### src/rtl/cdd_pkg.sv
// Shared definitions for the CD drive nibble link.
// Holds the frame length, the responder state type and the frame checksum
// that is used by both ends of the link.
package cdd_pkg;

    localparam int unsigned CDD_NIBBLES = 10;

    typedef enum logic [2:0] {
        IDLE,
        IRQ,
        WAIT_HLOW,
        WAIT_HHIGH,
        CHECK
    } cdd_state_t;

    // Checksum of nibbles 0..8: bitwise NOT of their 4-bit wrapped sum.
    function automatic logic [3:0] cdd_checksum(input logic [35:0] nibbles);
        logic [3:0] sum;
        sum = '0;
        for (int unsigned i = 0; i < 9; i++) begin
            sum = sum + nibbles[4*i +: 4];
        end
        return ~sum;
    endfunction

endpackage

### src/rtl/cdd_sync.sv
// Two-flop synchronizer for the host handshake line.
// Ports: nRESET (async, active-low), CLK_68KCLK, d (async input),
//        q (synchronised output, resets to 1 = handshake idle level).
module cdd_sync (
    input  logic nRESET,
    input  logic CLK_68KCLK,
    input  logic d,
    output logic q
);

    logic meta;

    always_ff @(posedge CLK_68KCLK or negedge nRESET) begin
        if (!nRESET) begin
            meta <= 1'b1;
            q    <= 1'b1;
        end else begin
            meta <= d;
            q    <= meta;
        end
    end

endmodule

### src/rtl/cdd_link_responder.sv
// Drive-side responder of the CD drive nibble link.
// Every IRQ_PERIOD cycles it pulls CD_nIRQ low, then swaps a 10-nibble frame
// with the host: status out on CDD_DOUT/CDCK, command in on CDD_DIN/HOCK.
// Ports:
//   nRESET, CLK_68KCLK        async active-low reset, clock
//   HOCK, CDD_DIN             host handshake (async) and command nibble
//   CDCK, CDD_DOUT, CD_nIRQ   drive handshake, status nibble, frame request
//   STATUS_IN, STATUS_LATCH   status nibbles 0..8 and their capture pulse
//   CMD_OUT, CMD_VALID        last good command and its arrival pulse
//   CMD_ERR, TIMEOUT_ERR      checksum failure / aborted frame pulses
//   BUSY                      high outside IDLE
module cdd_link_responder
    import cdd_pkg::*;
#(
    parameter int unsigned IRQ_PERIOD = 160000,
    parameter int unsigned IRQ_PULSE  = 16,
    parameter int unsigned TIMEOUT    = 65535
) (
    input  logic        nRESET,
    input  logic        CLK_68KCLK,
    input  logic        HOCK,
    input  logic [3:0]  CDD_DIN,
    output logic        CDCK,
    output logic [3:0]  CDD_DOUT,
    output logic        CD_nIRQ,
    input  logic [35:0] STATUS_IN,
    output logic        STATUS_LATCH,
    output logic [39:0] CMD_OUT,
    output logic        CMD_VALID,
    output logic        CMD_ERR,
    output logic        TIMEOUT_ERR,
    output logic        BUSY
);

    localparam int unsigned PW = $clog2(IRQ_PERIOD + 1);
    localparam int unsigned QW = $clog2(IRQ_PULSE + 1);
    localparam int unsigned TW = $clog2(TIMEOUT + 1);

    cdd_state_t  state, state_d;
    logic [PW-1:0] period_cnt;
    logic        tick;
    logic        hs;
    logic [QW-1:0] pulse_cnt, pulse_cnt_d;
    logic [TW-1:0] wait_cnt, wait_cnt_d;
    logic [3:0]  idx, idx_d, idx_next;
    logic [39:0] status_q, status_d;
    logic [39:0] shadow, shadow_d;
    logic [39:0] cmd_out_q, cmd_out_d;
    logic        cdck_q, cdck_d;
    logic [3:0]  dout_q, dout_d;
    logic        nirq_q, nirq_d;
    logic        latch_q, latch_d;
    logic        valid_q, valid_d;
    logic        err_q, err_d;
    logic        tout_q, tout_d;

    cdd_sync u_hock_sync (
        .nRESET     (nRESET),
        .CLK_68KCLK (CLK_68KCLK),
        .d          (HOCK),
        .q          (hs)
    );

    // Free-running frame timer; ticks arriving outside IDLE are simply lost.
    assign tick = (period_cnt == PW'(IRQ_PERIOD - 1));

    always_ff @(posedge CLK_68KCLK or negedge nRESET) begin
        if (!nRESET) begin
            period_cnt <= '0;
        end else if (tick) begin
            period_cnt <= '0;
        end else begin
            period_cnt <= period_cnt + PW'(1);
        end
    end

    always_ff @(posedge CLK_68KCLK or negedge nRESET) begin
        if (!nRESET) begin
            state     <= IDLE;
            pulse_cnt <= '0;
            wait_cnt  <= '0;
            idx       <= '0;
            status_q  <= '0;
            shadow    <= '0;
            cmd_out_q <= '0;
            cdck_q    <= 1'b1;
            dout_q    <= '0;
            nirq_q    <= 1'b1;
            latch_q   <= 1'b0;
            valid_q   <= 1'b0;
            err_q     <= 1'b0;
            tout_q    <= 1'b0;
        end else begin
            state     <= state_d;
            pulse_cnt <= pulse_cnt_d;
            wait_cnt  <= wait_cnt_d;
            idx       <= idx_d;
            status_q  <= status_d;
            shadow    <= shadow_d;
            cmd_out_q <= cmd_out_d;
            cdck_q    <= cdck_d;
            dout_q    <= dout_d;
            nirq_q    <= nirq_d;
            latch_q   <= latch_d;
            valid_q   <= valid_d;
            err_q     <= err_d;
            tout_q    <= tout_d;
        end
    end

    always_comb begin
        state_d     = state;
        pulse_cnt_d = pulse_cnt;
        wait_cnt_d  = wait_cnt;
        idx_d       = idx;
        idx_next    = idx + 4'd1;
        status_d    = status_q;
        shadow_d    = shadow;
        cmd_out_d   = cmd_out_q;
        cdck_d      = cdck_q;
        dout_d      = dout_q;
        nirq_d      = nirq_q;
        latch_d     = 1'b0;
        valid_d     = 1'b0;
        err_d       = 1'b0;
        tout_d      = 1'b0;

        case (state)
            IDLE: begin
                if (tick) begin
                    status_d    = {cdd_checksum(STATUS_IN), STATUS_IN};
                    latch_d     = 1'b1;
                    nirq_d      = 1'b0;
                    pulse_cnt_d = '0;
                    state_d     = IRQ;
                end
            end
            IRQ: begin
                if (pulse_cnt == QW'(IRQ_PULSE - 1)) begin
                    nirq_d     = 1'b1;
                    idx_d      = '0;
                    dout_d     = status_q[3:0];
                    cdck_d     = 1'b0;
                    wait_cnt_d = '0;
                    state_d    = WAIT_HLOW;
                end else begin
                    pulse_cnt_d = pulse_cnt + QW'(1);
                end
            end
            WAIT_HLOW: begin
                if (!hs) begin
                    shadow_d[{idx, 2'b00} +: 4] = CDD_DIN;
                    cdck_d     = 1'b1;
                    wait_cnt_d = '0;
                    state_d    = WAIT_HHIGH;
                end else if (wait_cnt == TW'(TIMEOUT - 1)) begin
                    tout_d   = 1'b1;
                    cdck_d   = 1'b1;
                    dout_d   = '0;
                    shadow_d = '0;
                    state_d  = IDLE;
                end else begin
                    wait_cnt_d = wait_cnt + TW'(1);
                end
            end
            WAIT_HHIGH: begin
                if (hs) begin
                    if (idx == 4'(CDD_NIBBLES - 1)) begin
                        state_d = CHECK;
                    end else begin
                        // Next nibble goes out together with CDCK low so it is
                        // already stable when the host sees the falling edge.
                        idx_d      = idx_next;
                        dout_d     = status_q[{idx_next, 2'b00} +: 4];
                        cdck_d     = 1'b0;
                        wait_cnt_d = '0;
                        state_d    = WAIT_HLOW;
                    end
                end else if (wait_cnt == TW'(TIMEOUT - 1)) begin
                    tout_d   = 1'b1;
                    cdck_d   = 1'b1;
                    dout_d   = '0;
                    shadow_d = '0;
                    state_d  = IDLE;
                end else begin
                    wait_cnt_d = wait_cnt + TW'(1);
                end
            end
            CHECK: begin
                if (shadow[39:36] == cdd_checksum(shadow[35:0])) begin
                    cmd_out_d = shadow;
                    valid_d   = 1'b1;
                end else begin
                    err_d = 1'b1;
                end
                dout_d  = '0;
                cdck_d  = 1'b1;
                state_d = IDLE;
            end
            default: begin
                state_d = IDLE;
            end
        endcase
    end

    assign CDCK         = cdck_q;
    assign CDD_DOUT     = dout_q;
    assign CD_nIRQ      = nirq_q;
    assign STATUS_LATCH = latch_q;
    assign CMD_OUT      = cmd_out_q;
    assign CMD_VALID    = valid_q;
    assign CMD_ERR      = err_q;
    assign TIMEOUT_ERR  = tout_q;
    assign BUSY         = (state != IDLE);

endmodule
### config.mk
export PLATFORM = sky130hd
export DESIGN_NAME = cdd_link_responder
export DESIGN_NICKNAME = d
export VERILOG_FILES = /design/src/rtl/cdd_pkg.sv /design/src/rtl/cdd_sync.sv /design/src/rtl/cdd_link_responder.sv
export SDC_FILE = /design/constraint.sdc
export NUM_CORES = 1
export LEC_CHECK = 0
export ABC_AREA = 1
export BUFFER_PORTS_ARGS = -buffer_cell sky130_fd_sc_hd__buf_2
export CAP_MARGIN = 10
export CORE_ASPECT_RATIO = 0.7
export CORE_MARGIN = 3
export CORE_UTILIZATION = 45
export DETAILED_ROUTE_END_ITERATION = 8
export GPL_TIMING_DRIVEN = 0
export HOLD_SLACK_MARGIN = 0.08
export SLEW_MARGIN = 25
export SYNTH_ARGS = -nofsm -noshare
export SYNTH_HDL_FRONTEND = slang
export SYNTH_SLANG_ARGS = --single-unit
### constraint.sdc
create_clock -name CLK_68KCLK -period 10.3 [get_ports CLK_68KCLK]
set_input_delay 0.515 -clock CLK_68KCLK [delete_from_list [all_inputs] [get_ports CLK_68KCLK]]
set_output_delay 0.515 -clock CLK_68KCLK [all_outputs]
set_load 0.02 [all_outputs]
# Word-level counts from Yosys, hierarchy flattened
# Index checks and enable logic that the tools add are counted.
# totals
out_inout_bits	51
in_bits	43
wordCells	128
register_bits	178
# op_classes
shifts	3
n_addsub	21
muxes	51
bitwise	2
n_reduce_logical	17
eq_ne	17
# ops
operator	n
40-bit 2-to-1 mux	3
16-bit 2-to-1 mux	5
40-bit case mux with 2 select lines	1
4-bit adder	16
16-bit case mux with 3 select lines	1
40-bit bitwise mux	1
4-bit by 8-bit variable shift with 40-bit output, first input constant	1
4-bit by 8-bit indexed part select with 40-bit output	1
40-bit by 7-bit indexed part select with 4-bit output	1
4-bit 2-to-1 mux	8
18-bit by 1-bit adder with 18-bit output, second input constant	1
18-bit == test, second input constant	1
18-bit 2-to-1 mux	1
3-bit 2-to-1 mux	6
16-bit by 1-bit adder with 16-bit output, second input constant	1
16-bit == test, second input constant	1
1-bit 2-to-1 mux	16
4-bit case mux with 4 select lines	1
3-bit case mux with 4 select lines	1
3-bit AND reduction	4
5-bit 2-to-1 mux	2
2-bit inequality test, second input constant	5
5-bit case mux with 2 select lines	1
6-bit negator with 8-bit output	1
20 further kinds	31

# Depth between registers and ports, before layout
# logic_depth
depth_word	12
mapped_depth	22
ltp_nobuf	21

# Cells and area by module
# Synthesis repeated with hierarchy kept, for this count alone.
# hier_totals
cells_unflattened	1185
area_unflattened_um2	9831.9
# by_module_without_submodules
module	area_each_um2	cells_per_inst	n_inst	seq_area_each_um2
cdd_link_responder	9779.4	1183	1	4406.7
cdd_sync	52.6	2	1	52.6

# Least setup slack after synthesis
# OpenSTA, ideal clock, no wires.
# synth_timing
path_kind	reg-to-reg
start	reg shadow[2]
end	reg cmd_out_q[0] (netlist: CMD_OUT[0])
t_arrival_ns	3.762
required_time_ns	10.181
setup_ns	0.119
path_slack_ns	6.420
synth_period_minus_slack_ns	3.880
n_path_buf	1
stages_incl_launch_ff	19
cell_sequence	dfrtp_1 -> fa_1 -> inv_1 -> fa_1 -> fa_1 -> inv_1 -> fa_1 -> ha_1 -> xnor2_1 -> inv_1 -> nand2_1 -> nand2_1 -> inv_1 -> nand2_1 -> nand3_1 -> nand4_1 -> buf_2 -> nand2_1 -> nand2_1
# synth_between
elab_chain_len	11
# synth_rtl
element	line	text
start, declared	cdd_link_responder.sv:47	logic [39:0] shadow, shadow_d;
start signal, assigned	cdd_link_responder.sv:99	shadow <= shadow_d;
4-bit adder (8 in a row)	cdd_pkg.sv:21	sum = sum + nibbles[4*i +: 4];
4-bit NOT	cdd_pkg.sv:23	return ~sum;
4-bit == test	cdd_link_responder.sv:190	if (shadow[39:36] == cdd_checksum(shadow[35:0])) begin
2-bit AND reduction (no source line)	-	
end signal, assigned	cdd_link_responder.sv:100	cmd_out_q <= cmd_out_d;
end, declared	cdd_link_responder.sv:48	logic [39:0] cmd_out_q, cmd_out_d;
# Every way passes these cells.
# A chain may end at the register's enable or synchronous reset.

# Worst setup path after layout
# layout_timing
start	reg shadow[2]
end	reg cmd_out_q[31] (netlist: CMD_OUT[31])
# Same word-level chain as after synthesis.

==> impl_summary.log <==
INFO  metric result_of_the_run = finished clean
INFO  metric area.growth.synth_to_final = 15.6%
INFO  metric hpwlAfterDp = 19500 um
INFO  metric layout.filler_cells = 1992
INFO  metric drt_first_iter_violations = 574
INFO  metric synth_enable_flop_cells = 0
INFO  metric dpl_cell_area = 10700 um^2
INFO  metric first_global_vias = 7756
INFO  metric synth.avg_cell_area = 8.32 um^2
INFO  metric cts_buffers = 17
INFO  metric netlist-cell-type-count = 44
INFO  metric synth_top_area_cell = sky130_fd_sc_hd__dfrtp_1
INFO  metric tritoncts = done
INFO  metric setup.worst_path.start_class = flop
INFO  metric skew = 0.0113 ns
INFO  metric grt_antenna_before_repair = 0
INFO  metric synth-seq-area-share = 45.6%
INFO  metric die_area = 23600 um^2
INFO  metric timing.fmax = 221 MHz
INFO  metric final_setup_violation_count = 0
INFO  metric core = 21000 um^2
INFO  metric p_leak = 5.84 nW
INFO  metric timing.critical_path.to_type = flop
INFO  metric numClockSinks = 178
INFO  metric worstMarginPinSlew = 0.913 ns
INFO  metric max-cap-violations = 0
INFO  metric synth_area = 9780 um^2
INFO  metric power.density_cell_area = 137 nW/um^2
INFO  metric post_cts.resized_instances = 0
INFO  metric ys_warn_count = 0
INFO  metric clockBufferDepth = 2
INFO  metric clkSlewWorstSetupHoldPaths = 0.07 ns
INFO  metric fin_nets = 1383
INFO  metric routed_wire_length_per_instance = 16.1 um
INFO  metric postRouteWirelength = 25400 um
INFO  metric drive_above_1_share = 13.4%
INFO  metric final_cells = 1578
INFO  metric ant_nets = 0
INFO  metric synth_top_area_share = 44.5%
INFO  metric syn_nets = 1268
INFO  metric postLayoutCoreUtil = 53.7%
INFO  metric finalCriticalPeriod = 4.52 ns
INFO  metric drc_errors = 0
INFO  metric fin_area = 11300 um^2
INFO  metric fin_crit_sh = 43.9%
INFO  metric fin_setup_tns = 0 ns
INFO  metric grt_setup_unrepaired = false
INFO  metric hold_ws = 0.179 ns
INFO  metric die_h = 129 um
INFO  metric synthesis.instances = 1175
INFO  metric synthFlopType = sky130_fd_sc_hd__dfrtp_1
INFO  metric ctsHoldBuffers = 1
INFO  metric synth_most_common_cell = sky130_fd_sc_hd__nand2_1
INFO  metric drt_pass1_iterations = 5
INFO  metric grt_pass1_wl = 41500 um
INFO  metric num_vias = 8174
INFO  metric routed_via_density = 5.18
INFO  metric max_slew_margin = 38.9%
INFO  metric holdCritPathClass = in2reg
INFO  metric io_buffer_count = 93
INFO  metric root_buffer = sky130_fd_sc_hd__clkbuf_16
INFO  metric design_power_total = 1.54 mW
INFO  metric globalRouteOverflowTotal = 0
INFO  metric number_of_storage_elements_in_the_synthesis_netlist = 178
INFO  metric synth-async-reset-ratio = 100%
INFO  metric fp.dieW = 182 um
INFO  metric number_of_h_tree_levels = 4
INFO  metric worstPathArrival = 4.84 ns
INFO  metric post-route-worst-setup-slack = 5.78 ns
INFO  metric slew_violations = 0
INFO  metric dp.cells = 1546
INFO  metric floorplan.initialDensity = 46.5%
INFO  metric ys_top_cells_by_count = sky130_fd_sc_hd__nand2_1 (351), sky130_fd_sc_hd__dfrtp_1 (174), sky130_fd_sc_hd__inv_1 (138)
INFO  metric pre_cts_ws = 5.77 ns
INFO  metric area_contributors_post_synth = sky130_fd_sc_hd__dfrtp_1 (45%), sky130_fd_sc_hd__nand2_1 (13%), sky130_fd_sc_hd__fa_1 (6.6%), sky130_fd_sc_hd__inv_1 (5.3%), sky130_fd_sc_hd__o21ai_0 (4.0%)
INFO  metric grt_start_max_net_pins = 77
INFO  metric vdd_drop_max = 0.104 mV
INFO  metric gpl.final_weighted_congestion = 0.890
INFO  metric finalHoldViolations = 0
INFO  metric critical_path_class = reg2reg
INFO  metric cp_max_fo = 10
INFO  metric postCtsSetupRepairBufs = 0
INFO  metric n_antenna_cell = 0
INFO  metric standard_cell_rows = 44
INFO  metric design.portCount = 94
INFO  metric worst-endpoint-required = 10.62 ns
INFO  metric clk-insertion-delay-late = 0.44 ns
INFO  metric track_usage = 22.4%
==> layout by cell type, fill, tap and decap left out, drive strengths merged, types with 6 or more instances in the layout <==
cell type and count:
xnor2 16, ha 18, dfrtp 174, nor2 73, a21oi 25, fa 32
inv 144, nor3 20, nand2 354, o31ai 6, nand3 73, clkbuf 37
xor2 23, o21ai 86, nand4 58, o211ai 11, buf 116
==> kinds of logic after synthesis <==
logic type      share of synthesized area [%]
simple gates                             26.3
buf+inv                                  7.36
flops                                    45.6
compound gates                           7.78
fa+ha+maj                                8.86
xor+xnor                                 3.72
mux                                     0.410
==> metal layers <==
metal	GRT usage, %	part of all wire [%]	vias up
met5	0	0	-
met4	5.15	1.1	0
met3	5.33	5.9	21
met2	32.2	41	226
met1	34.4	52	3902
li1	-	-	4025
==> worst paths after layout <==
| check | startpoint | to | slack [ns] | cells past startpoint |
|---|---|---|---|---|
| max reg2reg | shadow[2] | CMD_OUT[31] | 5.78 | 18 |
| min | HOCK | u_hock_sync.meta | 0.18 | 1 |
| min reg2reg | u_hock_sync.meta | u_hock_sync.q | 0.36 | 0 |
| min in group asynchronous | nRESET | CMD_OUT[0] | 0.54 | 2 |
| max | shadow[2] | CMD_OUT[31] | 5.78 | 18 |
| max in group asynchronous | nRESET | u_hock_sync.meta | 8.68 | 4 |
==> cell type report <==
type,count,area [um^2],area share [%]
Multi-Input combinational cell,816,4600,40.7
Sequential cell,178,4460,39.5
Inverter,145,547,4.84
Timing Repair Buffer,96,541,4.78
Clock buffer,22,484,4.29
Tap cell,276,345,3.06
Buffer,36,173,1.53
Clock inverter,9,153,1.35
==> critical path, stage by stage, from the launching register on <==
cell and delay, ns:
sky130_fd_sc_hd__dfrtp_1 0.42, sky130_fd_sc_hd__fa_1 0.55, sky130_fd_sc_hd__inv_1 0.07, sky130_fd_sc_hd__fa_1 0.51, sky130_fd_sc_hd__fa_1 0.57, sky130_fd_sc_hd__inv_1 0.07, sky130_fd_sc_hd__fa_1 0.51, sky130_fd_sc_hd__ha_1 0.24
sky130_fd_sc_hd__xnor2_1 0.20, sky130_fd_sc_hd__inv_1 0.06, sky130_fd_sc_hd__nand2_1 0.06, sky130_fd_sc_hd__nand2_1 0.07, sky130_fd_sc_hd__inv_1 0.06, sky130_fd_sc_hd__nand2_1 0.05, sky130_fd_sc_hd__nand3_1 0.22, sky130_fd_sc_hd__nand4_1 0.31
sky130_fd_sc_hd__buf_2 0.31, sky130_fd_sc_hd__nand2_1 0.08, sky130_fd_sc_hd__nand2_1 0.05
==> where the power goes <==
group / switching, mW / internal, mW / total, mW
clock network: 0.276 / 0.430 / 0.706
registers: 0.000202 / 0.700 / 0.700
logic: 0.0850 / 0.0540 / 0.139
total: 0.361 / 1.18 / 1.54
==> registers in the layout (all words and copies together), names as in the netlist <==
register / count
CMD_ERR: 1
STATUS_LATCH: 1
CD_nIRQ: 1
CMD_VALID: 1
pulse_cnt: 5
u_hock_sync.meta: 1
TIMEOUT_ERR: 1
shadow: 40
CMD_OUT: 40
wait_cnt: 16
status_q: 40
CDCK: 1
state: 3
idx: 4
period_cnt: 18
u_hock_sync.q: 1
CDD_DOUT: 4
Note: power is estimated with default switching activity, not from simulation.
